--- src/rtl/rx_sched_pkg.sv ---
// ============================================================================
// Module  : rx_sched_pkg
// Brief   : Shared mode codes, channel ids and FSM state encoding for the
//           RX FIFO scheduler.
// Revision: 1.0  initial release
// ============================================================================
`default_nettype none

package rx_sched_pkg;

  localparam logic [1:0] MODE_09   = 2'b00;
  localparam logic [1:0] MODE_24   = 2'b01;
  localparam logic [1:0] MODE_RR   = 2'b10;
  localparam logic [1:0] MODE_HOLD = 2'b11;

  localparam logic CHAN_09 = 1'b0;
  localparam logic CHAN_24 = 1'b1;

  typedef enum logic [1:0] {
    ST_IDLE = 2'd0,
    ST_PULL = 2'd1,
    ST_WAIT = 2'd2,
    ST_SEND = 2'd3
  } state_t;

endpackage

`default_nettype wire

--- src/rtl/rx_fifo_scheduler_if.sv ---
// ============================================================================
// Module  : rx_fifo_scheduler_if
// Brief   : FIFO read ports and serial byte stream of the RX FIFO scheduler.
// Revision: 1.0  initial release
// ============================================================================
`default_nettype none

interface rx_fifo_scheduler_if;

  logic        o_fifo_09_pull;
  logic [31:0] i_fifo_09_data;
  logic        i_fifo_09_empty;
  logic        o_fifo_24_pull;
  logic [31:0] i_fifo_24_data;
  logic        i_fifo_24_empty;
  logic [7:0]  o_byte;
  logic        o_byte_valid;
  logic        i_byte_ready;

  modport master (
    output o_fifo_09_pull, o_fifo_24_pull, o_byte, o_byte_valid,
    input  i_fifo_09_data, i_fifo_09_empty,
    input  i_fifo_24_data, i_fifo_24_empty, i_byte_ready
  );

  modport slave (
    input  o_fifo_09_pull, o_fifo_24_pull, o_byte, o_byte_valid,
    output i_fifo_09_data, i_fifo_09_empty,
    output i_fifo_24_data, i_fifo_24_empty, i_byte_ready
  );

endinterface

`default_nettype wire

--- src/rtl/rx_word_serializer.sv ---
// ============================================================================
// Module  : rx_word_serializer
// Brief   : Loads a 32-bit word and emits it MSB byte first on valid/ready.
// Revision: 1.0  initial release
// ============================================================================
`default_nettype none

module rx_word_serializer (
  input  logic        clk_i,
  input  logic        rst_i,
  input  logic        load_i,
  input  logic [31:0] word_i,
  input  logic        ready_i,
  output logic [7:0]  byte_o,
  output logic        valid_o,
  output logic        last_o
);

  logic [31:0] sreg_q, sreg_d;
  logic [1:0]  idx_q, idx_d;
  logic        valid_q, valid_d;

  always_comb begin
    sreg_d  = sreg_q;
    idx_d   = idx_q;
    valid_d = valid_q;
    if (load_i) begin
      sreg_d  = word_i;
      idx_d   = 2'd3;
      valid_d = 1'b1;
    end else if (valid_q && ready_i) begin
      if (idx_q == 2'd0) begin
        valid_d = 1'b0;
      end else begin
        sreg_d = {sreg_q[23:0], 8'h00};
        idx_d  = idx_q - 2'd1;
      end
    end
  end

  always_ff @(posedge clk_i or posedge rst_i) begin
    if (rst_i) begin
      sreg_q  <= 32'h0;
      idx_q   <= 2'd0;
      valid_q <= 1'b0;
    end else begin
      sreg_q  <= sreg_d;
      idx_q   <= idx_d;
      valid_q <= valid_d;
    end
  end

  assign byte_o  = sreg_q[31:24];
  assign valid_o = valid_q;
  assign last_o  = valid_q && ready_i && (idx_q == 2'd0);

endmodule

`default_nettype wire

--- src/rtl/rx_fifo_scheduler.sv ---
// ============================================================================
// Module  : rx_fifo_scheduler
// Brief   : Arbitrates the RX09/RX24 sample FIFOs and serialises each word
//           into a byte stream. Optional macro RX_CHAN_TAG_EN puts the
//           channel id into word bit 31 before serialisation.
// Revision: 1.0  initial release
// ============================================================================
`default_nettype none

module rx_fifo_scheduler
  import rx_sched_pkg::*;
#(
  parameter int FIFO_RD_LAT = 1,
  parameter int CNT_W       = 16
) (
  input  logic                 i_sys_clk,
  input  logic                 i_rst,
  input  logic                 i_enable,
  input  logic [1:0]           i_mode,
  rx_fifo_scheduler_if.master  bus,
  output logic                 o_chan,
  output logic                 o_busy,
  output logic [CNT_W-1:0]     o_cnt_09,
  output logic [CNT_W-1:0]     o_cnt_24
);

  localparam logic [1:0]       c_LAT = 2'(FIFO_RD_LAT);
  localparam logic [CNT_W-1:0] c_ONE = {{(CNT_W-1){1'b0}}, 1'b1};

  state_t             state_q, state_d;
  logic               chan_q, chan_d;
  logic               rr_ptr_q, rr_ptr_d;
  logic [1:0]         mode_q, mode_d;
  logic [1:0]         wcnt_q, wcnt_d;
  logic [CNT_W-1:0]   cnt_09_q, cnt_09_d;
  logic [CNT_W-1:0]   cnt_24_q, cnt_24_d;

  logic               ser_load;
  logic               ser_last;
  logic               pull_09;
  logic               pull_24;
  logic [31:0]        word_sel;
  logic [31:0]        word_out;

  always_comb begin
    state_d  = state_q;
    chan_d   = chan_q;
    rr_ptr_d = rr_ptr_q;
    mode_d   = mode_q;
    wcnt_d   = wcnt_q;
    cnt_09_d = cnt_09_q;
    cnt_24_d = cnt_24_q;
    ser_load = 1'b0;
    pull_09  = 1'b0;
    pull_24  = 1'b0;

    case (state_q)
      ST_IDLE: begin
        mode_d = i_mode;
        if (i_enable) begin
          case (i_mode)
            MODE_09: begin
              if (!bus.i_fifo_09_empty) begin
                chan_d  = CHAN_09;
                state_d = ST_PULL;
              end
            end
            MODE_24: begin
              if (!bus.i_fifo_24_empty) begin
                chan_d  = CHAN_24;
                state_d = ST_PULL;
              end
            end
            MODE_RR: begin
              // Pointer channel has priority; fall back to the other one.
              if (rr_ptr_q == CHAN_09) begin
                if (!bus.i_fifo_09_empty) begin
                  chan_d  = CHAN_09;
                  state_d = ST_PULL;
                end else if (!bus.i_fifo_24_empty) begin
                  chan_d  = CHAN_24;
                  state_d = ST_PULL;
                end
              end else begin
                if (!bus.i_fifo_24_empty) begin
                  chan_d  = CHAN_24;
                  state_d = ST_PULL;
                end else if (!bus.i_fifo_09_empty) begin
                  chan_d  = CHAN_09;
                  state_d = ST_PULL;
                end
              end
            end
            default: ;
          endcase
        end
      end
      ST_PULL: begin
        pull_09 = (chan_q == CHAN_09);
        pull_24 = (chan_q == CHAN_24);
        wcnt_d  = 2'd1;
        state_d = ST_WAIT;
      end
      ST_WAIT: begin
        if (wcnt_q == c_LAT) begin
          ser_load = 1'b1;
          state_d  = ST_SEND;
        end else begin
          wcnt_d = wcnt_q + 2'd1;
        end
      end
      ST_SEND: begin
        if (ser_last) begin
          if (chan_q == CHAN_09) cnt_09_d = cnt_09_q + c_ONE;
          else                   cnt_24_d = cnt_24_q + c_ONE;
          if (mode_q == MODE_RR) rr_ptr_d = ~rr_ptr_q;
          state_d = ST_IDLE;
        end
      end
      default: state_d = ST_IDLE;
    endcase
  end

  always_ff @(posedge i_sys_clk or posedge i_rst) begin
    if (i_rst) begin
      state_q  <= ST_IDLE;
      chan_q   <= CHAN_09;
      rr_ptr_q <= CHAN_09;
      mode_q   <= MODE_09;
      wcnt_q   <= 2'd0;
      cnt_09_q <= '0;
      cnt_24_q <= '0;
    end else begin
      state_q  <= state_d;
      chan_q   <= chan_d;
      rr_ptr_q <= rr_ptr_d;
      mode_q   <= mode_d;
      wcnt_q   <= wcnt_d;
      cnt_09_q <= cnt_09_d;
      cnt_24_q <= cnt_24_d;
    end
  end

  assign word_sel = (chan_q == CHAN_24) ? bus.i_fifo_24_data : bus.i_fifo_09_data;

`ifdef RX_CHAN_TAG_EN
  assign word_out = {chan_q, word_sel[30:0]};
`else
  assign word_out = word_sel;
`endif

  rx_word_serializer u_ser (
    .clk_i   (i_sys_clk),
    .rst_i   (i_rst),
    .load_i  (ser_load),
    .word_i  (word_out),
    .ready_i (bus.i_byte_ready),
    .byte_o  (bus.o_byte),
    .valid_o (bus.o_byte_valid),
    .last_o  (ser_last)
  );

  assign bus.o_fifo_09_pull = pull_09;
  assign bus.o_fifo_24_pull = pull_24;
  assign o_chan             = chan_q;
  assign o_busy             = (state_q != ST_IDLE);
  assign o_cnt_09           = cnt_09_q;
  assign o_cnt_24           = cnt_24_q;

endmodule

`default_nettype wire

--- src/flat_wrapper.sv ---
// flat-port wrapper written by rule: the top's interface ports become plain ports
module rx_fifo_scheduler_flat import rx_sched_pkg::*;
#(
  parameter int FIFO_RD_LAT = 1,
  parameter int CNT_W       = 16
)
  (i_sys_clk, i_rst, i_enable, i_mode, o_chan, o_busy, o_cnt_09, o_cnt_24, bus_o_fifo_09_pull, bus_o_fifo_24_pull, bus_o_byte, bus_o_byte_valid, bus_i_fifo_09_data, bus_i_fifo_09_empty, bus_i_fifo_24_data, bus_i_fifo_24_empty, bus_i_byte_ready);
  rx_fifo_scheduler_if bus_i ();
  input  logic i_sys_clk;
  input  logic i_rst;
  input  logic i_enable;
  input  logic [1:0] i_mode;
  output logic o_chan;
  output logic o_busy;
  output logic [CNT_W-1:0] o_cnt_09;
  output logic [CNT_W-1:0] o_cnt_24;
  output wire logic [$bits(bus_i.o_fifo_09_pull)-1:0] bus_o_fifo_09_pull;
  output wire logic [$bits(bus_i.o_fifo_24_pull)-1:0] bus_o_fifo_24_pull;
  output wire logic [$bits(bus_i.o_byte)-1:0] bus_o_byte;
  output wire logic [$bits(bus_i.o_byte_valid)-1:0] bus_o_byte_valid;
  input wire logic [$bits(bus_i.i_fifo_09_data)-1:0] bus_i_fifo_09_data;
  input wire logic [$bits(bus_i.i_fifo_09_empty)-1:0] bus_i_fifo_09_empty;
  input wire logic [$bits(bus_i.i_fifo_24_data)-1:0] bus_i_fifo_24_data;
  input wire logic [$bits(bus_i.i_fifo_24_empty)-1:0] bus_i_fifo_24_empty;
  input wire logic [$bits(bus_i.i_byte_ready)-1:0] bus_i_byte_ready;
  assign bus_o_fifo_09_pull = bus_i.o_fifo_09_pull;
  assign bus_o_fifo_24_pull = bus_i.o_fifo_24_pull;
  assign bus_o_byte = bus_i.o_byte;
  assign bus_o_byte_valid = bus_i.o_byte_valid;
  assign bus_i.i_fifo_09_data = bus_i_fifo_09_data;
  assign bus_i.i_fifo_09_empty = bus_i_fifo_09_empty;
  assign bus_i.i_fifo_24_data = bus_i_fifo_24_data;
  assign bus_i.i_fifo_24_empty = bus_i_fifo_24_empty;
  assign bus_i.i_byte_ready = bus_i_byte_ready;
  rx_fifo_scheduler #(.FIFO_RD_LAT(FIFO_RD_LAT), .CNT_W(CNT_W)) u_core (.i_sys_clk(i_sys_clk), .i_rst(i_rst), .i_enable(i_enable), .i_mode(i_mode), .bus(bus_i), .o_chan(o_chan), .o_busy(o_busy), .o_cnt_09(o_cnt_09), .o_cnt_24(o_cnt_24));
endmodule
--- config.mk ---
export PLATFORM = sky130hd
export DESIGN_NAME = rx_fifo_scheduler_flat
export DESIGN_NICKNAME = d
export VERILOG_FILES = /design/src/rtl/rx_sched_pkg.sv /design/src/rtl/rx_fifo_scheduler_if.sv /design/src/rtl/rx_word_serializer.sv /design/src/rtl/rx_fifo_scheduler.sv /design/src/flat_wrapper.sv
export SDC_FILE = /design/constraint.sdc
export NUM_CORES = 1
export LEC_CHECK = 0
export CORE_UTILIZATION = 48
export CTS_CLUSTER_SIZE = 16
export DETAILED_ROUTE_END_ITERATION = 10
export HOLD_SLACK_MARGIN = 0.12
export PLACE_DENSITY = 0.81
export SYNTH_ARGS = -nofsm -noshare
export SYNTH_HDL_FRONTEND = slang
export SYNTH_SLANG_ARGS = --single-unit
--- constraint.sdc ---
create_clock -name i_sys_clk -period 3.05 [get_ports i_sys_clk]
set_input_delay 0.305 -clock i_sys_clk [delete_from_list [all_inputs] [get_ports i_sys_clk]]
set_output_delay 0.305 -clock i_sys_clk [all_outputs]
set_load 0.01 [all_outputs]
==> results.yml <==
route:
  wl_met3_um: 315
  wl_met1_um: 3980
  num_vias: 3304
  wire_per_inst_um: 14.2
  drtPass1Iterations: 4
  detail_route.drc_violations: 0
  wirelength_um: 8780
  met2RoutedLength_um: 4320
  route.antenna.remaining_nets: 0
  highest-signal-layer: "met4"
  dr.first_iter.drc_count: 102
  vias_per_cell: 5.36
timing:
  timing.final.max_slew_violations: 0
  worst_pin_slew_ps: 622
  post-route-worst-setup-slack_ps: 910
  final_hold_viol_count: 0
  clock.fmax_mhz: 467
  timing.final.crit_share: 0.702
  setup_tns_ps: 0
  setup_viol: 0
  skew_ps: 7.66
  finalCriticalPeriod_ps: 2140
  setup_repair_after_global_routing_missed_its_margin: "false"
  max_slew_margin: 0.585
cells_and_area:
  fin_util: 0.676
  fillerInstances: 670
  layout.cell_area.non_filler_um2: 5310
  drive_above_1_share: 0.0681
  area_growth_pct: 34.7
  num_antenna_cells: 0
  finish.net_count: 594
  fin_cells: 616
synth:
  netlist_area_before_placement_um2: 3940
  synth_sequential_area_ratio: 0.477
  synth.ff_latch_count: 75
  synth_nets: 490
  postSynthCellCount: 405
  synth_warnings: 0
  yosys.cell_types.count: 43
  syn-mean-instance-area_um2: 9.72
cts:
  cts_tree: "built"
  cts.repair_timing.setup_buffer_count: 0
  tritoncts.num_buffers: 9
  clkTransAtPathRegs_ps: 80
  postCtsHoldBufs: 0
  clock_sink_total: 75
  cts-htree-levels: 3
  cts-resized-gates: 0
  clkLatencyLatePin_ps: 350
  root_buffer: "sky130_fd_sc_hd__clkbuf_8"
  cts.path.max_buffers: 2
floorplanning:
  floorplan.die_area_um2: 8570
  dieWidth_um: 92.6
  top_level_ports: 117
  core_area_um2: 7850
  num_rows: 32
  vertical_die_dimension_um: 92.6
  initial_core_util: 0.502
setup_path:
  critical_path_maximum_fanout: 36
  setup.worst_path.end_class: "flop"
  criticalPathCategory: "reg2reg"
  worst_setup_path_start_kind: "flop"
  worst_r2r_path_depth: 6
  worst_endpoint_required_time_ps: 3280
  rr_endpoint: "u_core.u_ser.sreg_q[26]"
  worst_r2r_startpoint: "u_core.state_q[0]"
  worst-r2r-setup-slack_ps: 910
  critical_path_data_arrival_time_ps: 2370
global_route:
  grt_start_max_net_pins: 50
  grt_pass1_wl_um: 14900
  track_usage: 0.220
  first_global_vias: 3137
  grt_overflow: 0
  grt_antenna_before_repair: 0
hold_path:
  hold_path.class: "in2async"
place:
  place_ws_ps: 669
  place.port_buffers: 116
  placed_area_um2: 5130
  place.detailed.instances: 600
  place_hpwl_um: 6580
  routabilityCongestion: 0.798
power_and_ir_drop:
  leakage_power_figure_nw: 2.24
  worst_ir_drop_vdd_uv: 501
  powerDensity_nw_per_um2: 698
outcome:
  run_status: "finished, final reports clean"
job:
  cap_violations: 0
[worst max path at each step]
stage / start / to / slack [ps] / cells past startpoint
final: u_core.state_q[0] / u_core.u_ser.sreg_q[26] / 910 / 6
after global routing: u_core.state_q[0] / u_core.u_ser.sreg_q[8] / 720 / 6
after CTS: u_core.state_q[0] / u_core.u_ser.sreg_q[21] / 900 / 6
after detailed placement: i_mode[1] / u_core.state_q[1] / 670 / 7
after global placement: i_mode[0] / u_core.state_q[1] / 840 / 7
after floorplan: i_rst / u_core.mode_q[0] / 840 / 1
[sequential cells by signal, summed over array words and instances (netlist names)]
| name | flops |
|---|---|
| u_core.mode_q | 2 |
| u_core.o_chan | 1 |
| u_core.o_cnt_09 | 16 |
| u_core.o_cnt_24 | 16 |
| u_core.rr_ptr_q | 1 |
| u_core.state_q | 2 |
| u_core.u_ser.idx_q | 2 |
| u_core.u_ser.sreg_q | 32 |
| u_core.u_ser.valid_o | 1 |
| u_core.wcnt_q | 2 |
[through the flow]
step	hold slack (ps)	power, mW
after floorplan	434	2.59
after global placement	452	2.99
after detailed placement	468	3.06
after CTS	221	3.74
after global routing	254	4.01
final	218	3.70
[where the power goes]
part	switching, mW	internal [mW]
combinational	0.799	0.714
clock	0.370	0.298
sequential	0.220	1.30
total	1.39	2.32
[layer usage]
layer  GRT usage  up-vias
met2       0.354       81
li1            -     1625
met3      0.0369       16
met5           0        -
met1       0.300     1582
met4      0.0768        0
[synthesized netlist by cell type]
| cell type | number | area, um^2 |
|---|---|---|
| sky130_fd_sc_hd__a222oi_1 | 1 | 10.0 |
| sky130_fd_sc_hd__dfrtp_1 | 75 | 1880 |
| sky130_fd_sc_hd__nand4_4 | 1 | 21.3 |
| sky130_fd_sc_hd__a32oi_1 | 1 | 8.76 |
| sky130_fd_sc_hd__nand3_1 | 21 | 105 |
| sky130_fd_sc_hd__nand3b_1 | 1 | 7.51 |
| sky130_fd_sc_hd__or3b_2 | 1 | 8.76 |
| sky130_fd_sc_hd__inv_1 | 16 | 60.1 |
| sky130_fd_sc_hd__nand4_1 | 6 | 37.5 |
| sky130_fd_sc_hd__nor2b_1 | 28 | 175 |
| sky130_fd_sc_hd__nor4_1 | 1 | 6.26 |
| sky130_fd_sc_hd__buf_4 | 8 | 60.1 |
| sky130_fd_sc_hd__a31oi_1 | 24 | 150 |
| sky130_fd_sc_hd__o211ai_1 | 1 | 7.51 |
| sky130_fd_sc_hd__o221ai_1 | 1 | 8.76 |
| sky130_fd_sc_hd__or2_2 | 1 | 6.26 |
| sky130_fd_sc_hd__o21a_1 | 1 | 7.51 |
| sky130_fd_sc_hd__nor3_1 | 7 | 35.0 |
| sky130_fd_sc_hd__and4_1 | 1 | 8.76 |
| sky130_fd_sc_hd__clkbuf_1 | 16 | 60.1 |
| sky130_fd_sc_hd__a21oi_1 | 3 | 15.0 |
| sky130_fd_sc_hd__a21bo_2 | 1 | 10.0 |
| sky130_fd_sc_hd__buf_2 | 3 | 15.0 |
| sky130_fd_sc_hd__a211oi_1 | 24 | 180 |
| sky130_fd_sc_hd__nor3b_1 | 1 | 7.51 |
| sky130_fd_sc_hd__mux2_2 | 4 | 45.0 |
| sky130_fd_sc_hd__and2_1 | 2 | 12.5 |
| sky130_fd_sc_hd__and3_1 | 5 | 31.3 |
| sky130_fd_sc_hd__o31ai_1 | 1 | 7.51 |
| sky130_fd_sc_hd__mux2i_1 | 8 | 80.1 |
| sky130_fd_sc_hd__a32o_1 | 2 | 20.0 |
| sky130_fd_sc_hd__nand2b_1 | 1 | 6.26 |
| sky130_fd_sc_hd__xnor2_1 | 22 | 193 |
| sky130_fd_sc_hd__nor2_1 | 8 | 30.0 |
| sky130_fd_sc_hd__nor4_2 | 2 | 25.0 |
| sky130_fd_sc_hd__o22ai_1 | 1 | 6.26 |
| sky130_fd_sc_hd__xor2_1 | 11 | 96.3 |
| sky130_fd_sc_hd__or3_4 | 1 | 11.3 |
| sky130_fd_sc_hd__buf_1 | 2 | 7.51 |
| sky130_fd_sc_hd__nand2_1 | 64 | 240 |
| sky130_fd_sc_hd__o21ai_0 | 13 | 65.1 |
| sky130_fd_sc_hd__a22o_1 | 1 | 8.76 |
| sky130_fd_sc_hd__ha_1 | 13 | 163 |
[cell usage in the layout (no fill, tap or decap), drive strengths merged, types with 5 or more instances in the layout]
cell and n:
clkdlybuf4s50 116, dfrtp 75, nand2 64, nor2b 28
a211oi 24, a31oi 24, xnor2 22, nand3 21
inv 17, o21ai 13, ha 13, xor2 11
clkbuf 11, mux2i 8, nor2 8, nor3 7
nand4 7, buf 6, and3 5
[cells by family (layout without fill, tap and decap cells)]
| group | Yosys count | in the layout | share of synthesized area |
|---|---|---|---|
| AO/OA/AOI/OAI | 75 | 75 | 0.128 |
| XOR/XNOR | 33 | 33 | 0.0734 |
| adder cells (fa/ha/maj) | 13 | 13 | 0.0413 |
| buffers and inverters | 45 | 154 | 0.0515 |
| flip-flops | 75 | 75 | 0.477 |
| multiplexers | 12 | 12 | 0.0318 |
| AND/OR/NAND/NOR | 152 | 152 | 0.197 |
[critical path: stages (launching register included)]
cell and delay [ps]:
sky130_fd_sc_hd__dfrtp_1 420, sky130_fd_sc_hd__inv_1 120, sky130_fd_sc_hd__ha_1 340, sky130_fd_sc_hd__nand2_2 420, sky130_fd_sc_hd__buf_4 360, sky130_fd_sc_hd__a211oi_1 300, sky130_fd_sc_hd__a31oi_1 70
[cell type report]
cell class,instances,area (um^2),area share
Clock inverter,5,38.8,0.00731
Inverter,16,60.1,0.0113
Multi-Input combinational cell,285,1860,0.351
Clock buffer,11,131,0.0248
Timing Repair Buffer,122,1210,0.227
Sequential cell,75,1880,0.354
Tap cell,102,128,0.0241
Note: power is estimated with default switching activity, not from simulation.
